File: config.mk
export PLATFORM = sky130hd
export DESIGN_NAME = instr_fetch_controller
export DESIGN_NICKNAME = d
export VERILOG_FILES = /design/src/rtl/instr_fetch_controller.sv
export SDC_FILE = /design/constraint.sdc
export NUM_CORES = 1
export LEC_CHECK = 0
export CAP_MARGIN = 20
export CORE_MARGIN = 3
export CORE_UTILIZATION = 53
export CTS_BUF_LIST = sky130_fd_sc_hd__clkbuf_4
export CTS_CLUSTER_DIAMETER = 100
export CTS_CLUSTER_SIZE = 8
export DETAILED_ROUTE_END_ITERATION = 10
export PLACE_DENSITY = 0.83
export SLEW_MARGIN = 25
export SYNTH_ARGS = -nofsm -noshare
export SYNTH_HDL_FRONTEND = slang
export SYNTH_SLANG_ARGS = --single-unit
File: constraint.sdc
create_clock -name clk -period 2.7 [get_ports clk]
set_input_delay 0.405 -clock clk [delete_from_list [all_inputs] [get_ports clk]]
set_output_delay 0.405 -clock clk [all_outputs]
set_load 0.1 [all_outputs]
File: src/rtl/instr_fetch_controller.sv
// Instruction fetch controller: drives the combinational instruction ROM from
// a fetch PC, buffers returned words in a small prefetch queue and hands them
// to decode over a valid/ready handshake. Redirects flush the queue; a
// misaligned redirect target parks the fetcher in a sticky FAULT state.
module instr_fetch_controller #(
  parameter logic [31:0] RESET_PC    = 32'h0000_0000,
  parameter int          QUEUE_DEPTH = 2
) (
  input  logic        clk,
  input  logic        reset_n,
  input  logic        fetch_enable,
  input  logic        redirect_valid,
  input  logic [31:0] redirect_pc,
  output logic [31:0] mem_address,
  input  logic [31:0] mem_readdata,
  output logic        instr_valid,
  output logic [31:0] instr_data,
  output logic [31:0] instr_pc,
  input  logic        instr_ready,
  output logic        fault,
  output logic [31:0] fault_pc,
  output logic [31:0] retired_count
);

  localparam int CW = $clog2(QUEUE_DEPTH + 1);

  typedef enum logic [1:0] {
    S_IDLE,
    S_RUN,
    S_FAULT
  } state_t;

  typedef struct packed {
    logic [31:0] pc;
    logic [31:0] data;
  } entry_t;

  state_t        r_state;
  state_t        w_state_nxt;
  entry_t        r_queue [QUEUE_DEPTH];
  logic [CW-1:0] r_count;
  logic [31:0]   r_fetch_pc;
  logic [31:0]   r_fault_pc;
  logic [31:0]   r_retired;
  logic          r_fault;

  logic          w_pop;
  logic          w_push;
  logic          w_full;
  logic          w_aligned;
  logic [CW-1:0] w_wr_idx;

  // Handshake and queue bookkeeping. A pop frees a slot in the same cycle, so
  // a full queue can still accept a push while the head is consumed.
  assign w_pop     = instr_valid && instr_ready;
  assign w_full    = (r_count == CW'(QUEUE_DEPTH));
  assign w_aligned = (redirect_pc[1:0] == 2'b00);
  assign w_push    = (r_state == S_RUN) && !redirect_valid && (!w_full || w_pop);
  assign w_wr_idx  = r_count - CW'(w_pop);

  // Next-state logic; a redirect overrides every state, FAULT ignores fetch_enable.
  always_comb begin
    // NOTE: every signal assigned in a combinational block gets a default
    // first, so no path can leave it unassigned and infer a latch.
    w_state_nxt = r_state;
    if (redirect_valid) begin
      if (w_aligned) w_state_nxt = fetch_enable ? S_RUN : S_IDLE;
      else           w_state_nxt = S_FAULT;
    end else begin
      case (r_state)
        S_IDLE:  if (fetch_enable)  w_state_nxt = S_RUN;
        S_RUN:   if (!fetch_enable) w_state_nxt = S_IDLE;
        S_FAULT: w_state_nxt = S_FAULT;
        default: w_state_nxt = S_IDLE;
      endcase
    end
  end

  // State register.
  always_ff @(posedge clk or negedge reset_n) begin
    // NOTE: sequential state uses non-blocking assignments so every register
    // samples pre-edge values regardless of block evaluation order.
    if (!reset_n) r_state <= S_IDLE;
    else          r_state <= w_state_nxt;
  end

  // Fetch PC, fault capture and retirement counter.
  always_ff @(posedge clk or negedge reset_n) begin
    if (!reset_n) begin
      r_fetch_pc <= RESET_PC;
      r_fault    <= 1'b0;
      r_fault_pc <= '0;
      r_retired  <= '0;
    end else begin
      if (w_pop) r_retired <= r_retired + 32'd1;
      if (redirect_valid) begin
        if (w_aligned) begin
          r_fetch_pc <= redirect_pc;
          r_fault    <= 1'b0;
        end else begin
          r_fault    <= 1'b1;
          r_fault_pc <= redirect_pc;
        end
      end else if (w_push) begin
        r_fetch_pc <= r_fetch_pc + 32'd4;
      end
    end
  end

  // Prefetch queue: entry 0 is the head; pops shift toward it, pushes land at
  // the first free slot after the shift. A redirect only clears the occupancy.
  always_ff @(posedge clk or negedge reset_n) begin
    if (!reset_n) begin
      r_count <= '0;
      // NOTE: the queue storage is reset too, because the head entry drives
      // instr_data/instr_pc directly and those must read zero out of reset.
      for (int i = 0; i < QUEUE_DEPTH; i++) r_queue[i] <= '0;
    end else if (redirect_valid) begin
      r_count <= '0;
    end else begin
      if (w_pop) begin
        for (int i = 0; i < QUEUE_DEPTH - 1; i++) r_queue[i] <= r_queue[i+1];
      end
      for (int i = 0; i < QUEUE_DEPTH; i++) begin
        if (w_push && (CW'(i) == w_wr_idx)) begin
          r_queue[i] <= '{pc: r_fetch_pc, data: mem_readdata};
        end
      end
      r_count <= r_count + CW'(w_push) - CW'(w_pop);
    end
  end

  assign mem_address   = r_fetch_pc;
  assign instr_valid   = (r_count != '0);
  assign instr_data    = r_queue[0].data;
  assign instr_pc      = r_queue[0].pc;
  assign fault         = r_fault;
  assign fault_pc      = r_fault_pc;
  assign retired_count = r_retired;

endmodule

==> impl_results.md, run 1 <==
* Via count at 7597
* Worst slew pin tran at 0.6550 ns
* ANT nets after route at 0
* Filler Cell Count at 1491
* Sequential-to-total area share from yosys stat at 54.48%
* Setup TNS at 0 ns
* Initial Util at 55.12%
* Switching Fraction at 54.18%
* Clock power frac at 11.3%
* Worst setup SP type: flip-flop
* Die area at 21570 um2
* Max cap viols at 0
* Yosys cell types at 51
* Sequential cell area at 5731 um2
* Fin nets at 1177
* Die width at 146.9 um
* Final Critical Period at 2.199 ns
* H-tree depth at 2
* Multi-input logic area at 4071 um2
* Unrepaired setup endpoints after global routing: false
* Crit-path max FO at 9
* Synth warn at 0
* Total track usage at 22.39%
* First-pass GRT wire length at 39830 um
* Worst hold path class: in -> reg
* WP data arrival at 2.74 ns
* I/O pin cnt at 231
* Port Buffer Count at 230
* DRC Markers at 0
* RR Startpoint: mem_address[9]
* DPL Wire Length at 17270 um
* Mapped Avg Cell Area at 11.37 um2
* Synth Instances at 925
* Pwr Density at 1224 nW/um2
* Status: completed
* CTS root buffer: clkbuf_4
* CTS clock-pin slew for the worst setup and hold paths at 0.10 ns
* Largest net degree at the start of global routing at 78
* Internal at 7.096 mW
* Vias in the first global route at 7645
* Core area at 19080 um2
* Slew margin rel. at 56.00%
* Ratio of cells with drive above 1 in the final layout at 28.21%
* CTS tree: done
* Routed wire per std cell at 17.97 um
* CP Class: reg -> reg
* WL final at 24570 um
* Max Slew Vio Count at 0
* Number of synthesized flops with an enable pin at 0
* Clock Latency Late Sink at 0.60 ns
* WHS at 0.3743 ns
* Worst EP required at 3.24 ns
* CTS buffer count at 34
* Post-CTS Setup Inserts at 0
* Routability cong. at 0.8872
* Worst vdd ir at 0.6900 mV
* Mapped Nets at 998
* Post-Syn Area at 10520 um2
* Site Rows at 50
* Final Cycle Share at 81.44%
* Final Hold Vio Count at 0
* Asr flop ratio synth at 100.0%
* Fmax at 454.8 MHz
* CTS sink cnt at 229
* Reg power frac at 34.2%
* GRT Residual Overflow at 0
* Critical path cell sequence: nand4_1 -> nor3_1 -> nand3_1 -> or4_1 -> nand3_1
* Setup violators final at 0
* Crit. End Element: flip-flop
* Maximum clock insertion buffer count at 3
* Prevailing post-synth register cell: dfrtp_1
* Worst Setup SP: mem_address[9]
* CP delay by family, top: simple AND/OR/NAND/NOR gates
* Switch Pwr at 8.390 mW
* DR vias/cell at 5.557
* Die Height at 146.9 um
* Yosys reg bits at 229
* Leakage at 5.742 nW
* Logic pwr share at 54.5%
* Slowest CP cell: or4_1
* Setup Skew at 0.02976 ns
* Initial DRC count at 589
* DR pass1 iterations at 5
* Area Overhead vs Synth at 20.31%
* Hold Path Origin: redirect_pc[5]
* CP bufs+invs at 0
* CP peak stage delay at 0.59 ns
* Antenna violations before repair at 1
* Most used cell, CP: nand3_1
==> cell families (layout without fill, tap and decap cells) <==
group / Yosys count / count (layout) / share of synthesized area (%)
compound gates: 124 / 124 / 6.793
xor+xnor: 37 / 37 / 3.081
fa+ha+maj: 4 / 4 / 0.4759
other cells: 0 / 1 / 0
simple gates: 245 / 245 / 11.53
buf+inv: 123 / 304 / 7.031
mux: 163 / 163 / 16.61
flops: 229 / 229 / 54.48
==> through the flow <==
step           instance area, um2  setup WS (ns)  util (%)  cells  power [mW]
2_1_floorplan               10520        0.09160         -    925       12.56
3_3_place_gp                12360         0.2202     64.77   1327       13.66
3_5_place_dp                12360         0.1799     64.77   1327       13.84
4_1_cts                     12650         0.5427     66.30   1366       15.62
5_1_grt                     12650         0.3846     66.31   1367       16.20
6_report                    12650         0.5013     66.31   1367       15.49
==> Yosys cell counts (3+ instances only) <==
library cell,count,area share (%)
nor2_1,89,3.2
mux2_1,24,2.6
or3_1,5,0.30
a21oi_1,75,3.6
and3_1,9,0.54
buf_2,12,0.57
buf_1,7,0.25
ha_1,4,0.48
xnor2_1,26,2.2
nor4_2,3,0.36
buf_4,70,5.0
mux2i_1,71,6.8
nor2b_1,3,0.18
nand2_1,49,1.7
a22oi_1,4,0.29
nand3_1,31,1.5
xor2_1,11,0.92
o21ai_1,3,0.14
dfrtp_1,229,54
mux2_2,68,7.3
inv_1,8,0.29
o22ai_1,6,0.36
o21ai_0,14,0.67
nor3_1,7,0.33
nor4_1,4,0.24
a221o_1,3,0.29
clkbuf_1,25,0.89
nand4_1,24,1.4
and4_1,5,0.42
and2_1,3,0.18
o211ai_1,6,0.43
==> sequential cells by signal, summed over array words and instances (netlist names) <==
| register | cells |
|---|---|
| r_queue | 64 |
| fault_pc | 32 |
| r_state | 2 |
| r_count | 2 |
| instr_pc | 32 |
| instr_data | 32 |
| mem_address | 32 |
| fault | 1 |
| retired_count | 32 |
==> worst paths after layout <==
| path | slack (ns) | cells after the start | end |
|---|---|---|---|
| worst max-delay path | 0.50 | 5 | mem_address[31] |
| worst min-delay path | 0.37 | 3 | mem_address[5] |
| worst max register to register | 0.50 | 5 | mem_address[31] |
| worst min register to register | 0.46 | 1 | r_state[1] |
| max in group asynchronous | 1.55 | 3 | instr_data[23] |
| min in group asynchronous | 0.40 | 2 | retired_count[14] |
==> worst register-to-register path, stage by stage, from the launching register on <==
cell and delay, ns:
dfrtp_1 0.56, nand4_1 0.31, nor3_1 0.25, nand3_1 0.34, or4_1 0.60, nand3_1 0.09
==> power groups by stage <==
stage	Sequential, mW	Clock, mW	Combinational [mW]
4_1_cts	5.30	1.84	8.49
2_1_floorplan	6.39	0	6.17
3_5_place_dp	5.37	0	8.47
6_report	5.30	1.75	8.44
5_1_grt	5.45	1.97	8.77
3_3_place_gp	5.31	0	8.35
==> metal layers <==
| metal | global-route usage [%] | vias to the layer above | part of all wire, % |
|---|---|---|---|
| li1 | - | 3537 | - |
| met1 | 30.91 | 3706 | 43 |
| met2 | 34.78 | 296 | 47 |
| met3 | 5.213 | 58 | 7.9 |
| met4 | 8.420 | 0 | 2.8 |
| met5 | 0 | - | 0 |
==> placed cells by master (no fill, tap or decap), types with 4 or more instances in the layout <==
cell	n
and3_1	9
and4_1	5
nor3_2	4
nand2_1	49
mux2_1	24
o21ai_0	14
buf_4	180
o22ai_1	6
or3_1	5
mux2i_1	71
nand4_1	24
o211ai_1	6
buf_12	8
clkdlybuf4s50_1	67
a22oi_1	4
clkbuf_4	37
xnor2_1	26
xor2_1	11
nor4_1	4
inv_1	8
mux2_2	68
nor2_1	89
ha_1	4
a21oi_1	75
nor3_1	5
nand3_1	31
dfrtp_1	229
==> timing repair <==
item	CTS	global route
hold buffers	1	0
endpoints found under the setup margin	0	0
hold endpoints to repair	72	0
gates resized for setup	0	0
==> final cells by class <==
class                   count  area share (%)
clock inverters             1         0.03955
flip-flops and latches    229           45.29
repair buffers            257           17.44
multi-input cells         573           32.18
inverters                   9          0.2670
clock buffers              37           2.195
well taps                 260           2.571
diodes                      1         0.01978
Note: power is estimated with default switching activity, not from simulation.
==> run 2: changes to the inputs <==
- clock period: 2.7 -> 2.2 ns (I/O delays scaled with it)
==> run 2 against run 1 <==
  * Sequential power increased by 23%
  * Critical path depth shrank 3
  * Core utilization is 2.5 points higher
  * Wire length rose by 0.53%
  * Largest cell class unchanged
  * Non-clock buffer count is 34 higher
  * Clock skew grew 0.0037 ns
  * Combinational power is 24% higher
  * Final cell count increased by 3.4%
  * Total power up 25%
==> impl_results.md, run 2 (synthesis gave the netlist of run 1 again) <==
* DR vias/cell at 5.406 (-2.7%)
* Unrepaired setup endpoints after global routing: false
* Slew margin rel. at 68.31% (+12 points)
* CTS buffer count at 34 (unchanged)
* ANT nets after route at 0 (unchanged)
* Max FFs per register at 64 (unchanged)
* Fin nets at 1211 (+2.9%)
* Commonest cells after routing, fill and taps aside: buf_4, dfrtp_1, nor2_1, a21oi_1, mux2i_1
* Fin util at 68.81% (+2.5 points)
* Final Cycle Share at 89.90%
* WP data arrival at 1.65 ns (-1.09 ns)
* R2R setup slack at 0.24 ns (-0.26 ns)
* Port Buffer Count at 230 (unchanged)
* DRC Markers at 0 (unchanged)
* Routability cong. at 0.8713 (-1.8%)
* Via count at 7644 (+0.62%)
* WL final at 24700 um (+0.53%)
* Slowest CP cell: dfrtp_1
* Vias in the first global route at 7822 (+2.3%)
* CTS tree: done
* Routed wire per std cell at 17.47 um (-2.8%)
* H-tree depth at 2 (unchanged)
* Die area at 21570 um2 (unchanged)
* Worst vdd ir at 0.6972 mV (+1.0%)
* Pwr Density at 1479 nW/um2 (+21%)
* Worst Setup SP: r_count[1]
* Post-CTS Setup Inserts at 0 (unchanged)
* Setup violators final at 0 (unchanged)
* CTS clock-pin slew for the worst setup and hold paths at 0.10 ns (about the same)
* Dpl ws at -0.1265 ns (-0.3063 ns)
* Area Overhead vs Synth at 24.84%
* Commonest non-fill, non-tap cell in the layout: buf_4
* Worst slew pin tran at 0.4727 ns (-0.1823 ns)
* Ratio of cells with drive above 1 in the final layout at 35.07% (+6.9 points)
* CTS root buffer: clkbuf_4
* Worst EP required at 1.87 ns (-1.37 ns)
* RR Startpoint: r_state[1]
* CP peak stage delay at 0.48 ns (-0.11 ns)
* Die Height at 146.9 um (unchanged)
* Setup ws final at 0.2222 ns (-0.2790 ns)
* Antenna violations before repair at 1 (unchanged)
* Status: completed
* Critical path cell sequence: or2_2 -> buf_4
* Fmax at 505.6 MHz
* DR pass1 iterations at 5 (unchanged)
* WHS at 0.2503 ns (-0.1240 ns)
* Setup TNS at 0 ns (unchanged)
* Clock Latency Late Sink at 0.60 ns (about the same)
* Die width at 146.9 um (unchanged)
* Core area at 19080 um2 (unchanged)
* Final Hold Vio Count at 0 (unchanged)
* Worst setup SP type: flip-flop
* GRT Residual Overflow at 0 (unchanged)
* I/O pin cnt at 231 (unchanged)
* CP Class: reg -> out
* Maximum clock insertion buffer count at 3 (unchanged)
* Initial DRC count at 462 (-22%)
* CP delay by family, top: flip-flops
* Initial Util at 55.12% (unchanged)
* Worst hold path class: in -> async
* Final Critical Period at 1.978 ns
* Max Slew Vio Count at 0 (unchanged)
* Crit-path max FO at 6 (-3)
* Setup Skew at 0.03348 ns (+0.003718 ns)
* First-pass GRT wire length at 40160 um (+0.85%)
* DPL Wire Length at 17870 um (+3.5%)
* CP bufs+invs at 1 (+1)
* Reg with most FFs: r_queue
* Leakage at 5.924 nW (+3.2%)
* Site Rows at 50 (unchanged)
* Max cap viols at 0 (unchanged)
* CTS sink cnt at 229 (unchanged)
* Total track usage at 22.50% (+0.11 points)
* Largest net degree at the start of global routing at 67 (-14%)
* Crit. End Element: output port
==> run 2: cell types whose count changed in the layout (fill, tap and decap cells not counted), moves of 2 or more <==
cell,before,now
buf_12,8,12
buf_4,180,210
clkbuf_4,37,48
dfrtp_1,229,185
dfrtp_2,0,42
dfrtp_4,0,2
==> run 2: final timing paths <==
kind,cells past startpoint,end
setup / recovery,2,instr_valid
hold / removal,2,retired_count[19]
setup reg to reg,9,r_count[1]
hold reg to reg,1,r_state[1]
max in group asynchronous,3,instr_data[15]
min in group clk,3,mem_address[8]
==> run 2: layer usage <==
| metal | routed length [um] | GRT usage, % |
|---|---|---|
| met1 | 11170 | 31.42 |
| met4 | 633 | 7.103 |
| met5 | 0 | 0 |
| met3 | 1629 | 5.799 |
| met2 | 11270 | 34.80 |
==> run 2: where the power goes <==
part / total (mW) / leakage [nW] / internal (mW) / switching [mW]
Clock: 2.40 / 0.229 / 0.993 / 1.41
Combinational: 10.5 / 2.86 / 2.50 / 8.00
Sequential: 6.51 / 2.84 / 5.57 / 0.938
==> run 2: repair_timing <==
action	in CTS	in global routing
hold endpoints to repair	53	0
hold buffers	1	0
gates resized for setup	0	2
setup endpoints to repair	0	2
==> run 2: area by class of cell <==
cell class | count | area [um2]
fillers | 1453 | 5951
well taps | 260 | 325.3
clock buffers | 48 | 360.3
clock inverters | 2 | 8.758
flip-flops and latches | 229 | 5791
repair buffers | 291 | 2512
diodes | 2 | 5.005
inverters | 9 | 36.28
multi-input cells | 573 | 4091
==> run 2: metrics by stage <==
step	power, mW	cells	instance area [um2]
6_report	19.42	1414	13130
2_1_floorplan	15.45	925	10610
5_1_grt	20.32	1414	13130
3_5_place_dp	17.14	1361	12730
3_3_place_gp	16.92	1361	12730
4_1_cts	19.57	1412	13110
==> run 3: changes to the inputs <==
- CTS_CLUSTER_SIZE: 8 -> 10
- PLACE_DENSITY: 0.83 -> 0.88
- SLEW_MARGIN: 25 -> default
==> run 3 against run 2 <==
  * Worst setup slack worse by 0.034 ns
  * Core utilization is 0.88 points lower
  * Sequential share of layout area grew 0.57 points
  * Die area stayed put
  * Global-route usage up 0.14 points
  * Wire length rose by 0.62%
  * Final area down 1.3%
  * Critical path depth rose by 3
  * Largest power group unchanged
==> impl_results.md, run 3 (synthesis gave the netlist of run 1 again) <==
* Setup violators final at 0 (unchanged)
* Clock power frac at 11.8% (-0.6 points)
* DR vias/cell at 5.527 (+2.2%)
* Logic pwr share at 54.4% (+0.3 points)
* Worst EP required at 2.77 ns (+0.90 ns)
* Setup Skew at 0.05135 ns (+0.01787 ns)
* Post-CTS Setup Inserts at 0 (unchanged)
* Ratio of cells with drive above 1 in the final layout at 33.66% (-1.4 points)
* CTS clock-pin slew for the worst setup and hold paths at 0.11 ns (about the same)
* Max cap viols at 0 (unchanged)
* Antenna violations before repair at 1 (unchanged)
* WP data arrival at 2.59 ns (+0.94 ns)
* Fin nets at 1190 (-1.7%)
* Reg with most FFs: r_queue
* Pwr Density at 1485 nW/um2 (+0.41%)
* Max FFs per register at 64 (unchanged)
* Area Overhead vs Synth at 23.24%
* Die width at 146.9 um (unchanged)
* Core area at 19080 um2 (unchanged)
* Fmax at 497.0 MHz (-1.7%)
* Die area at 21570 um2 (unchanged)
* Most used cell, CP: nand3_1
* Internal at 8.927 mW (-1.5%)
* Initial Util at 55.12% (unchanged)
* Worst Setup SP: mem_address[13]
* Worst slew pin tran at 0.4831 ns (+0.01035 ns)
* I/O pin cnt at 231 (unchanged)
* CP Class: reg -> reg
* Post-CTS Resized at 0 (unchanged)
* Reg power frac at 33.9% (+0.4 points)
* Routed wire per std cell at 17.87 um (+2.3%)
* Site Rows at 50 (unchanged)
* Port Buffer Count at 230 (unchanged)
* Setup TNS at 0 ns (unchanged)
* Commonest non-fill, non-tap cell in the layout: buf_4
* Status: completed
* DPL Wire Length at 18030 um (+0.86%)
* Hold-fix buffers, CTS at 1 (unchanged)
* DR pass1 iterations at 5 (unchanged)
* R2R setup slack at 0.19 ns (-0.05 ns)
* WL final at 24850 um (+0.62%)
* Total track usage at 22.64% (+0.14 points)
* Final Cycle Share at 91.46% (+1.6 points)
* Final Hold Vio Count at 0 (unchanged)
* Max Slew Vio Count at 0 (unchanged)
* Dpl cell area at 12620 um2 (-0.86%)
* Switch Pwr at 10.32 mW (-0.29%)
* First-pass GRT wire length at 40560 um (+0.98%)
* Crit-path max FO at 10 (+4)
* Slowest CP cell: or4_1
* Vias in the first global route at 7813 (-0.12%)
* Final Critical Period at 2.012 ns (+0.03428 ns)
* Switching Fraction at 53.62% (+0.31 points)
* GRT Residual Overflow at 0 (unchanged)
* CTS tree: done
* Leakage at 5.816 nW (-1.8%)
* CP peak stage delay at 0.57 ns (+0.09 ns)
* Maximum clock insertion buffer count at 3 (unchanged)
* DRC Markers at 0 (unchanged)
* Dpl ws at -0.1746 ns (-0.04816 ns)
* Crit. End Element: flip-flop
* CTS sink cnt at 229 (unchanged)
* Initial DRC count at 602 (+30%)
* Worst vdd ir at 0.7726 mV (+11%)
* CTS buffer count at 26 (-24%)
* Commonest cells after routing, fill and taps aside: buf_4, dfrtp_1, nor2_1, a21oi_1, mux2i_1
* Unrepaired setup endpoints after global routing: false
* Reg-to-Reg End: mem_address[27]
* CTS root buffer: clkbuf_4
* Setup ws final at 0.1880 ns (-0.03428 ns)
* Design Area, Final at 12960 um2 (-1.3%)
* Worst setup SP type: flip-flop
* RR Startpoint: mem_address[13]
* ANT nets after route at 0 (unchanged)
* Routability cong. at 0.8706 (about the same)
* Worst hold path class: in -> async
* Via count at 7688 (+0.58%)
* Reg2Reg Depth at 5 (-4)
* Largest net degree at the start of global routing at 61 (-9.0%)
* H-tree depth at 1 (-1)
* Die Height at 146.9 um (unchanged)
* Critical path cell sequence: nand3_2 -> nor3_2 -> nand3_1 -> or4_1 -> nand3_1
* Slew margin rel. at 67.62% (-0.69 points)
* Clock Latency Late Sink at 0.67 ns (+0.07 ns)
run 3: worst max-delay path by stage:
stage | to | slack [ns] | cells past startpoint
final | mem_address[27] | 0.19 | 5
after global routing | mem_address[25] | 0.05 | 6
after CTS | instr_valid | 0.16 | 2
after detailed placement | r_count[1] | -0.17 | 10
after global placement | r_count[1] | -0.12 | 10
after floorplan | mem_address[31] | -0.09 | 5
run 3: worst max-delay path, delay by kind of cell (launching register included):
kind,cells,cell delay (ns)
flops,1,0.50
simple gates,5,1.43
run 3: through the flow:
step           std cells  power [mW]  util (%)  hold slack (ns)
6_report            1391       19.25     67.93           0.1841
5_1_grt             1390       20.11     67.92           0.1881
3_3_place_gp        1348       16.86     66.16           0.2968
4_1_cts             1389       19.38     67.91           0.1736
3_5_place_dp        1348       17.11     66.16           0.3062
2_1_floorplan        925       15.45         -          0.03441
run 3: final cells by class:
class / count / area (um2)
clock buffers: 39 / 292.8
inverters: 9 / 36.28
well taps: 260 / 325.3
flip-flops and latches: 229 / 5791
clock inverters: 1 / 30.03
diodes: 2 / 5.005
repair buffers: 278 / 2402
multi-input cells: 573 / 4080
fillers: 1396 / 6118
run 3: power groups by stage:
| stage | Clock [mW] | Combinational (mW) | Sequential [mW] |
|---|---|---|---|
| after detailed placement | 0 | 10.5 | 6.60 |
| after global placement | 0 | 10.4 | 6.50 |
| after CTS | 2.34 | 10.5 | 6.51 |
| after floorplan | 0 | 7.58 | 7.88 |
| final | 2.26 | 10.5 | 6.52 |
| after global routing | 2.51 | 10.9 | 6.70 |
run 3: layer usage:
metal	vias to the layer above	part of all wire, %	global-route usage, %
li1	3580	-	-
met1	3801	44	31.82
met2	267	47	36.48
met3	40	6.6	4.195
met4	0	2.3	6.209
met5	-	0	0
